==> src/rtl/spi_slave_responder.sv <==
// SPI slave (CPHA=0, CPOL selectable) with a valid/ready word interface on the pclk side.
// Build macro SPI_RESPONDER_LSB_FIRST_EN switches both transmit and receive to LSB first.
module spi_slave_responder #(
    parameter int unsigned           DATA_WIDTH = 8,
    parameter bit                    CPOL       = 1'b0,
    parameter logic [DATA_WIDTH-1:0] TX_IDLE    = '1
) (
    input  logic                  pclk,
    input  logic                  areset,
    input  logic                  sclk,
    input  logic                  cs,
    input  logic                  mosi0,
    output logic                  miso0,
    output logic                  miso_oe,
    input  logic [DATA_WIDTH-1:0] tx_data,
    input  logic                  tx_valid,
    output logic                  tx_ready,
    output logic [DATA_WIDTH-1:0] rx_data,
    output logic                  rx_valid,
    input  logic                  rx_ready,
    output logic                  overrun,
    input  logic                  overrun_clr,
    output logic                  frame_err
);

    localparam int unsigned CNT_W = $clog2(DATA_WIDTH);
    localparam logic [CNT_W-1:0] LAST_BIT = CNT_W'(DATA_WIDTH - 1);

    typedef enum logic [1:0] {IDLE, LOAD, SHIFT, DONE} state_e;

    state_e                  state_q, state_d;
    logic                    sclk_s1_q, sclk_s1_d, sclk_s2_q, sclk_s2_d, sclk_prev_q, sclk_prev_d;
    logic                    cs_s1_q, cs_s1_d, cs_s2_q, cs_s2_d, cs_prev_q, cs_prev_d;
    logic                    mosi_s1_q, mosi_s1_d, mosi_s2_q, mosi_s2_d;
    logic [1:0]              prime_q, prime_d;
    logic                    armed_q, armed_d;
    logic [CNT_W-1:0]        bit_cnt_q, bit_cnt_d;
    logic [DATA_WIDTH-2:0]   tx_sr_q, tx_sr_d;
    logic [DATA_WIDTH-2:0]   rx_sr_q, rx_sr_d;
    logic                    miso_q, miso_d;
    logic                    miso_oe_q, miso_oe_d;
    logic [DATA_WIDTH-1:0]   rx_data_q, rx_data_d;
    logic                    rx_valid_q, rx_valid_d;
    logic                    overrun_q, overrun_d;
    logic                    frame_err_q, frame_err_d;

    logic                    sclk_lead, sclk_trail, cs_fall, word_done;
    logic [DATA_WIDTH-1:0]   load_word, new_word;
    logic [DATA_WIDTH-2:0]   rx_shifted;

    assign sclk_lead  = (sclk_prev_q == CPOL) && (sclk_s2_q != CPOL);
    assign sclk_trail = (sclk_prev_q != CPOL) && (sclk_s2_q == CPOL);
    // A fall only counts once cs has been seen high after reset, so a frame
    // already in progress when reset releases is ignored.
    assign cs_fall    = armed_q && cs_prev_q && !cs_s2_q;
    assign load_word  = tx_valid ? tx_data : TX_IDLE;

`ifdef SPI_RESPONDER_LSB_FIRST_EN
    assign rx_shifted = {mosi_s2_q, rx_sr_q[DATA_WIDTH-2:1]};
    assign new_word   = {mosi_s2_q, rx_sr_q};
`else
    assign rx_shifted = {rx_sr_q[DATA_WIDTH-3:0], mosi_s2_q};
    assign new_word   = {rx_sr_q, mosi_s2_q};
`endif

    always_comb begin
        // NOTE: every _d takes its _q (or idle value) first, so no branch can leave one unassigned and infer a latch.
        state_d     = state_q;
        sclk_s1_d   = sclk;
        sclk_s2_d   = sclk_s1_q;
        sclk_prev_d = sclk_s2_q;
        cs_s1_d     = cs;
        cs_s2_d     = cs_s1_q;
        cs_prev_d   = cs_s2_q;
        mosi_s1_d   = mosi0;
        mosi_s2_d   = mosi_s1_q;
        prime_d     = {prime_q[0], 1'b1};
        armed_d     = armed_q | (prime_q[1] & cs_s2_q);
        bit_cnt_d   = bit_cnt_q;
        tx_sr_d     = tx_sr_q;
        rx_sr_d     = rx_sr_q;
        miso_d      = miso_q;
        miso_oe_d   = miso_oe_q;
        frame_err_d = 1'b0;
        word_done   = 1'b0;

        case (state_q)
            IDLE: begin
                if (cs_fall) begin
                    state_d   = LOAD;
                    miso_oe_d = 1'b1;
                end
            end
            LOAD: begin
                state_d   = SHIFT;
                bit_cnt_d = '0;
`ifdef SPI_RESPONDER_LSB_FIRST_EN
                miso_d    = load_word[0];
                tx_sr_d   = load_word[DATA_WIDTH-1:1];
`else
                miso_d    = load_word[DATA_WIDTH-1];
                tx_sr_d   = load_word[DATA_WIDTH-2:0];
`endif
            end
            SHIFT: begin
                if (cs_s2_q) begin
                    state_d     = IDLE;
                    frame_err_d = 1'b1;
                    miso_d      = 1'b0;
                    miso_oe_d   = 1'b0;
                end else begin
                    if (sclk_lead) begin
                        rx_sr_d   = rx_shifted;
                        bit_cnt_d = bit_cnt_q + CNT_W'(1);
                        if (bit_cnt_q == LAST_BIT) begin
                            state_d   = DONE;
                            word_done = 1'b1;
                        end
                    end
                    if (sclk_trail) begin
`ifdef SPI_RESPONDER_LSB_FIRST_EN
                        miso_d  = tx_sr_q[0];
                        tx_sr_d = {1'b0, tx_sr_q[DATA_WIDTH-2:1]};
`else
                        miso_d  = tx_sr_q[DATA_WIDTH-2];
                        tx_sr_d = {tx_sr_q[DATA_WIDTH-3:0], 1'b0};
`endif
                    end
                end
            end
            DONE: begin
                if (cs_s2_q) begin
                    state_d   = IDLE;
                    miso_d    = 1'b0;
                    miso_oe_d = 1'b0;
                end
            end
            default: state_d = IDLE;
        endcase

        // A completing word always loads; it only counts as lost if the held one was not taken.
        rx_data_d  = rx_data_q;
        rx_valid_d = rx_valid_q & ~rx_ready;
        overrun_d  = overrun_q & ~overrun_clr;
        if (word_done) begin
            rx_data_d  = new_word;
            rx_valid_d = 1'b1;
            if (rx_valid_q && !rx_ready) begin
                overrun_d = 1'b1;
            end
        end
    end

    always_ff @(posedge pclk) begin
        // NOTE: non-blocking assignments only here, so every flop samples the pre-edge values.
        if (areset) begin
            state_q     <= IDLE;
            sclk_s1_q   <= CPOL;
            sclk_s2_q   <= CPOL;
            sclk_prev_q <= CPOL;
            cs_s1_q     <= 1'b1;
            cs_s2_q     <= 1'b1;
            cs_prev_q   <= 1'b1;
            mosi_s1_q   <= 1'b0;
            mosi_s2_q   <= 1'b0;
            prime_q     <= '0;
            armed_q     <= 1'b0;
            bit_cnt_q   <= '0;
            tx_sr_q     <= '0;
            rx_sr_q     <= '0;
            miso_q      <= 1'b0;
            miso_oe_q   <= 1'b0;
            rx_data_q   <= '0;
            rx_valid_q  <= 1'b0;
            overrun_q   <= 1'b0;
            frame_err_q <= 1'b0;
        end else begin
            state_q     <= state_d;
            sclk_s1_q   <= sclk_s1_d;
            sclk_s2_q   <= sclk_s2_d;
            sclk_prev_q <= sclk_prev_d;
            cs_s1_q     <= cs_s1_d;
            cs_s2_q     <= cs_s2_d;
            cs_prev_q   <= cs_prev_d;
            mosi_s1_q   <= mosi_s1_d;
            mosi_s2_q   <= mosi_s2_d;
            prime_q     <= prime_d;
            armed_q     <= armed_d;
            bit_cnt_q   <= bit_cnt_d;
            tx_sr_q     <= tx_sr_d;
            rx_sr_q     <= rx_sr_d;
            miso_q      <= miso_d;
            miso_oe_q   <= miso_oe_d;
            rx_data_q   <= rx_data_d;
            rx_valid_q  <= rx_valid_d;
            overrun_q   <= overrun_d;
            frame_err_q <= frame_err_d;
        end
    end

    assign miso0     = miso_q;
    assign miso_oe   = miso_oe_q;
    assign tx_ready  = (state_q == LOAD) && tx_valid;
    assign rx_data   = rx_data_q;
    assign rx_valid  = rx_valid_q;
    assign overrun   = overrun_q;
    assign frame_err = frame_err_q;

endmodule

==> config.mk <==
export PLATFORM = sky130hd
export DESIGN_NAME = spi_slave_responder
export DESIGN_NICKNAME = d
export VERILOG_FILES = /design/src/rtl/spi_slave_responder.sv
export SDC_FILE = /design/constraint.sdc
export NUM_CORES = 1
export LEC_CHECK = 0
export BUFFER_PORTS_ARGS = -buffer_cell sky130_fd_sc_hd__buf_2
export CORE_MARGIN = 2
export CORE_UTILIZATION = 35
export DETAILED_ROUTE_END_ITERATION = 16
export GPL_ROUTABILITY_DRIVEN = 0
export GPL_TIMING_DRIVEN = 0
export HOLD_SLACK_MARGIN = 0.15
export PLACE_DENSITY = 0.63
export SLEW_MARGIN = 20
export SYNTH_ARGS = -nofsm -noshare
export SYNTH_HDL_FRONTEND = slang
export SYNTH_SLANG_ARGS = --single-unit
==> constraint.sdc <==
create_clock -name pclk -period 4.2 [get_ports pclk]
set_input_delay 0.63 -clock pclk [delete_from_list [all_inputs] [get_ports pclk]]
set_output_delay 0.63 -clock pclk [all_outputs]
set_load 0.01 [all_outputs]
== Word-level counts from Yosys, hierarchy flattened ==
Cells that the tools add are included.
Operators by class
  $add $sub $neg: 1
  eq/ne operators: 13
  muxes and demuxes: 28
  bitwise logic cells: 10
  reduce and logical (&&, ||, !) cells: 20
Operators by type and width (number)
  $reduce_and 3->1: 5
  $mux 7: 2
  $pmux 7 s2: 1
  $mux 1: 13
  $mux 2: 5
  $ne 2x2->1 const B: 5
  $ne 3x3->1 const B: 3
  $mux 8: 1
  $pmux 2 s4: 1
  $logic_and 1x1->1: 6
  $mux 3: 2
  $not 1->1: 6
  $pmux 3 s2: 1
  $eq 2x2->1 const B: 2
  $reduce_and 4->1: 1
  $reduce_bool 2->1: 2
  $reduce_or 2->1: 2
  $add 3x1->3 const B: 1
  $and 1x1->1: 3
  $eq 3x3->1 const B: 1
  $pmux 1 s3: 1
  $reduce_bool 3->1: 1
  $eq 2x1->1 const B: 1
  $logic_not 1->1: 2
  4 further kinds: 4
Storage, ports and cells
  flip-flop bits (word level): 43
  output and inout bits: 14
  logic and storage cells: 93

== Logic depth before layout (Yosys ltp) ==
  depth after elaboration: 6
  gate-level depth with buffers: 7
  depth with buffers taken out: 6

== Worst setup path before layout ==
Ideal clock, no wire load.
  kind: input -> output
  start point: input port tx_valid
  end point: output port tx_ready
  data arrival time: 1046 ps
  data required time: 3570 ps
  setup slack: 2524 ps
  cell stages on the path: 2
  buffers on the path: 1
  path through: buf_1 -> and2_1
On the way
  cells in the longest elaborated chain, start to end: 1
RTL lines
  start, declared: RTL line 16  | input logic tx_valid,
  $logic_and 1x1->1: RTL line 203  | assign tx_ready = (state_q == LOAD) && tx_valid;
  end, declared: RTL line 17  | output logic tx_ready,
Every way passes these cells.

== Final worst setup path ==
  start point: register state_q[1]
  end point: output port tx_ready
On the way
  cells in the longest elaborated chain, start to end: 2
RTL lines
  start, declared: RTL line 31  | state_e state_q, state_d;
  start signal, assigned: RTL line 178  | state_q <= state_d;
  $eq 2x1->1: RTL line 203
  $logic_and 1x1->1: RTL line 203
Every way passes these cells.

==> results.json <==
{
  "status": "complete, no violations",
  "ir_drop_mv": 0.163,
  "grt_pass1_vias": 1104,
  "yosysMostFrequentCell": "dfxtp_1",
  "hold_viol": 0,
  "final_cells": 256,
  "design_area_mm2": 0.00193,
  "fin_crit_ps": 1960,
  "synth_cell_types": 29,
  "die_w_um": 72.5,
  "path_buf_inv": 2,
  "areaGrowthSynthToFinish_pct": 17.5,
  "drt-initial-drc-count": 45,
  "initial_utilization_pct": 36.9,
  "ios": 30,
  "routed_wl_um": 2820,
  "cts_tree": "yes",
  "postSynthAreaPerCell_um2": 9.77,
  "dieArea_mm2": 0.00525,
  "fin_nets": 221,
  "max_freq_ghz": 0.509,
  "muxShareOfSynthArea_pct": 11.6,
  "worstSkewPairLatency_ps": 290,
  "die_h_um": 72.5,
  "path_class": "flop to primary output",
  "wl_per_cell_um": 11.0,
  "rsz0062_at_grt": "false",
  "end_kind": "primary output",
  "route.detailed.drc": 0,
  "synth_edf_count": 0,
  "cts.path.max_buffers": 2,
  "cp.depth": 4,
  "root_buffer": "clkbuf_8",
  "numCtsBuffers": 5,
  "syn_nets": 186,
  "core-area_mm2": 0.00444,
  "synthFlopType": "dfxtp_1",
  "portBuffers": 28,
  "required_ps": 3570,
  "synth_fa_ha_area_share_pct": 1.52,
  "timing.rr.start": "bit_cnt_q[0]",
  "clk_pin_slew_ps": 80,
  "synth_top_area_share_pct": 52.4,
  "path_common_cell": "buf_2",
  "r2r_end": "rx_data[0]",
  "worstMarginPinSlew_ps": 508,
  "fin_setup_tns_ps": 0,
  "slowest_delay_ps": 340,
  "antennaDiodeCount": 0,
  "reg2regPathDepth": 7,
  "worst_ep_arrival_time_ps": 1330,
  "leakage_nw": 0.864,
  "synth_warnings": 0,
  "antenna_found_initial": 0,
  "ant_nets": 0,
  "worst_slack_ps": 2240,
  "synth_compound_area_share_pct": 8.84,
  "holdWs_ps": 410,
  "overflow": 0,
  "finalCritPeriodShare_pct": 46.8,
  "fin_util_pct": 43.4,
  "grt_start_max_net_pins": 13,
  "hpwlAfterDp_um": 1990,
  "ys_ff_latch": 43,
  "drv_slew": 0,
  "synthXorXnorAreaFrac_pct": 0,
  "numPlacedInstances": 248,
  "reg2reg_slack_ps": 2610,
  "vias": 1181,
  "cts_resized": 0,
  "fin_worst_skew_ps": 7.40,
  "netlist_top_cells_count": "dfxtp_1 (43), nor2_1 (31), mux2i_1 (19), nor2b_1 (10), nand3b_1 (8)",
  "synth_cells": 168,
  "yosys.area.top_type": "dfxtp_1",
  "ys_async_sr_fraction_pct": 0,
  "ys_seq_area_share_pct": 52.4,
  "std_cell_rows": 24,
  "cpMaxStageDelayCell": "dfxtp_1",
  "yosys.area_share.simple_pct": 21.3,
  "netlist_area_mm2": 0.00164,
  "startpoint_type": "flop",
  "final_layout_size_suffix_gt1_share_pct": 22.1,
  "grt_usage_pct": 12.1,
  "placed_area_mm2": 0.00185,
  "crit_family": "simple AND/OR/NAND/NOR gates",
  "power.density_mw_per_mm2": 359,
  "min_path_type": "flop to flop",
  "synth_top_family_by_area": "simple AND/OR/NAND/NOR gates",
  "cp_max_fo": 10,
  "setup_viol": 0,
  "maxCapViolCount": 0,
  "holdBufCountCts": 0,
  "p_total_mw": 0.692,
  "cts.sinks": 43,
  "cts_htree_levels": 2,
  "vias_per_cell": 4.61,
  "yosys-top-cells-area": "dfxtp_1 (52%), mux2i_1 (12%), nor2_1 (7.1%)",
  "crit_chain": "buf_2 > nor2b_2 > and2_1 > buf_2",
  "dr.pass1.iters": 4,
  "grt_pass1_wl_um": 4900,
  "post_cts_buffers": 0,
  "endpoint": "tx_ready",
  "critPathLaunch": "state_q[1]",
  "pre_cts_ws_ps": 2360,
  "slew_headroom_pct": 66.1
}
## final cells by class
| cell class | instances | area (um^2) |
|---|---|---|
| Clock inverter | 1 | 5.00 |
| Sequential cell | 43 | 861 |
| Clock buffer | 7 | 76.3 |
| Tap cell | 52 | 65.1 |
| Inverter | 5 | 18.8 |
| Fill cell | 434 | 2520 |
| Timing Repair Buffer | 28 | 140 |
| Multi-Input combinational cell | 109 | 709 |
| Buffer | 11 | 52.6 |
## worst min path at each step
stage | startpoint | endpoint | slack, ps | cells past startpoint
final | cs_s1_q | cs_prev_d | 410 | 1
after global placement | cs_s1_q | cs_prev_d | 390 | 1
after floorplan | cs_s1_q | cs_prev_d | 390 | 1
after global routing | cs_s1_q | cs_prev_d | 420 | 1
after CTS | cs_s1_q | cs_prev_d | 410 | 1
after detailed placement | cs_s1_q | cs_prev_d | 390 | 1
## power by group
group	switching [mW]	internal (mW)
clock network	0.129	0.117
logic	0.0166	0.0137
registers	0.00227	0.414
total	0.148	0.544
## state kept, by name (all words and copies together) (netlist names), 2 cells and up
register	cells
bit_cnt_q	3
state_q	2
tx_sr_q	7
rx_data	8
rx_sr_q	7
prime_q	2
## routing by layer
| metal | vias to the layer above | GRT usage [%] | wire length, um |
|---|---|---|---|
| li1 | 636 | - | - |
| met5 | - | 0 | 0 |
| met2 | 21 | 18.3 | 1190 |
| met4 | 0 | 6.17 | 65 |
| met3 | 7 | 3.75 | 113 |
| met1 | 517 | 15.6 | 1450 |
## cell families (layout without fill, tap and decap cells)
family | count (synthesis) | in the layout
mux | 19 | 19
fa+ha+maj | 2 | 2
flops | 43 | 43
simple gates | 65 | 65
compound gates | 23 | 23
buf+inv | 16 | 52
## cells in the final DEF (no fill, tap or decap), drive strengths merged
master	count
a221oi	1
nand2b	2
nor3	1
dfxtp	43
a21oi	6
inv	5
nand2	4
and2	1
or2	3
nor2	31
a211oi	6
buf	33
clkinv	1
nand3b	8
ha	2
or4b	1
nand4b	1
and3	1
nor2b	11
a211o	1
a31o	1
o21ai	7
a32oi	1
mux2i	19
nor3b	1
clkbuf	13
Note: power is estimated with default switching activity, not from simulation.
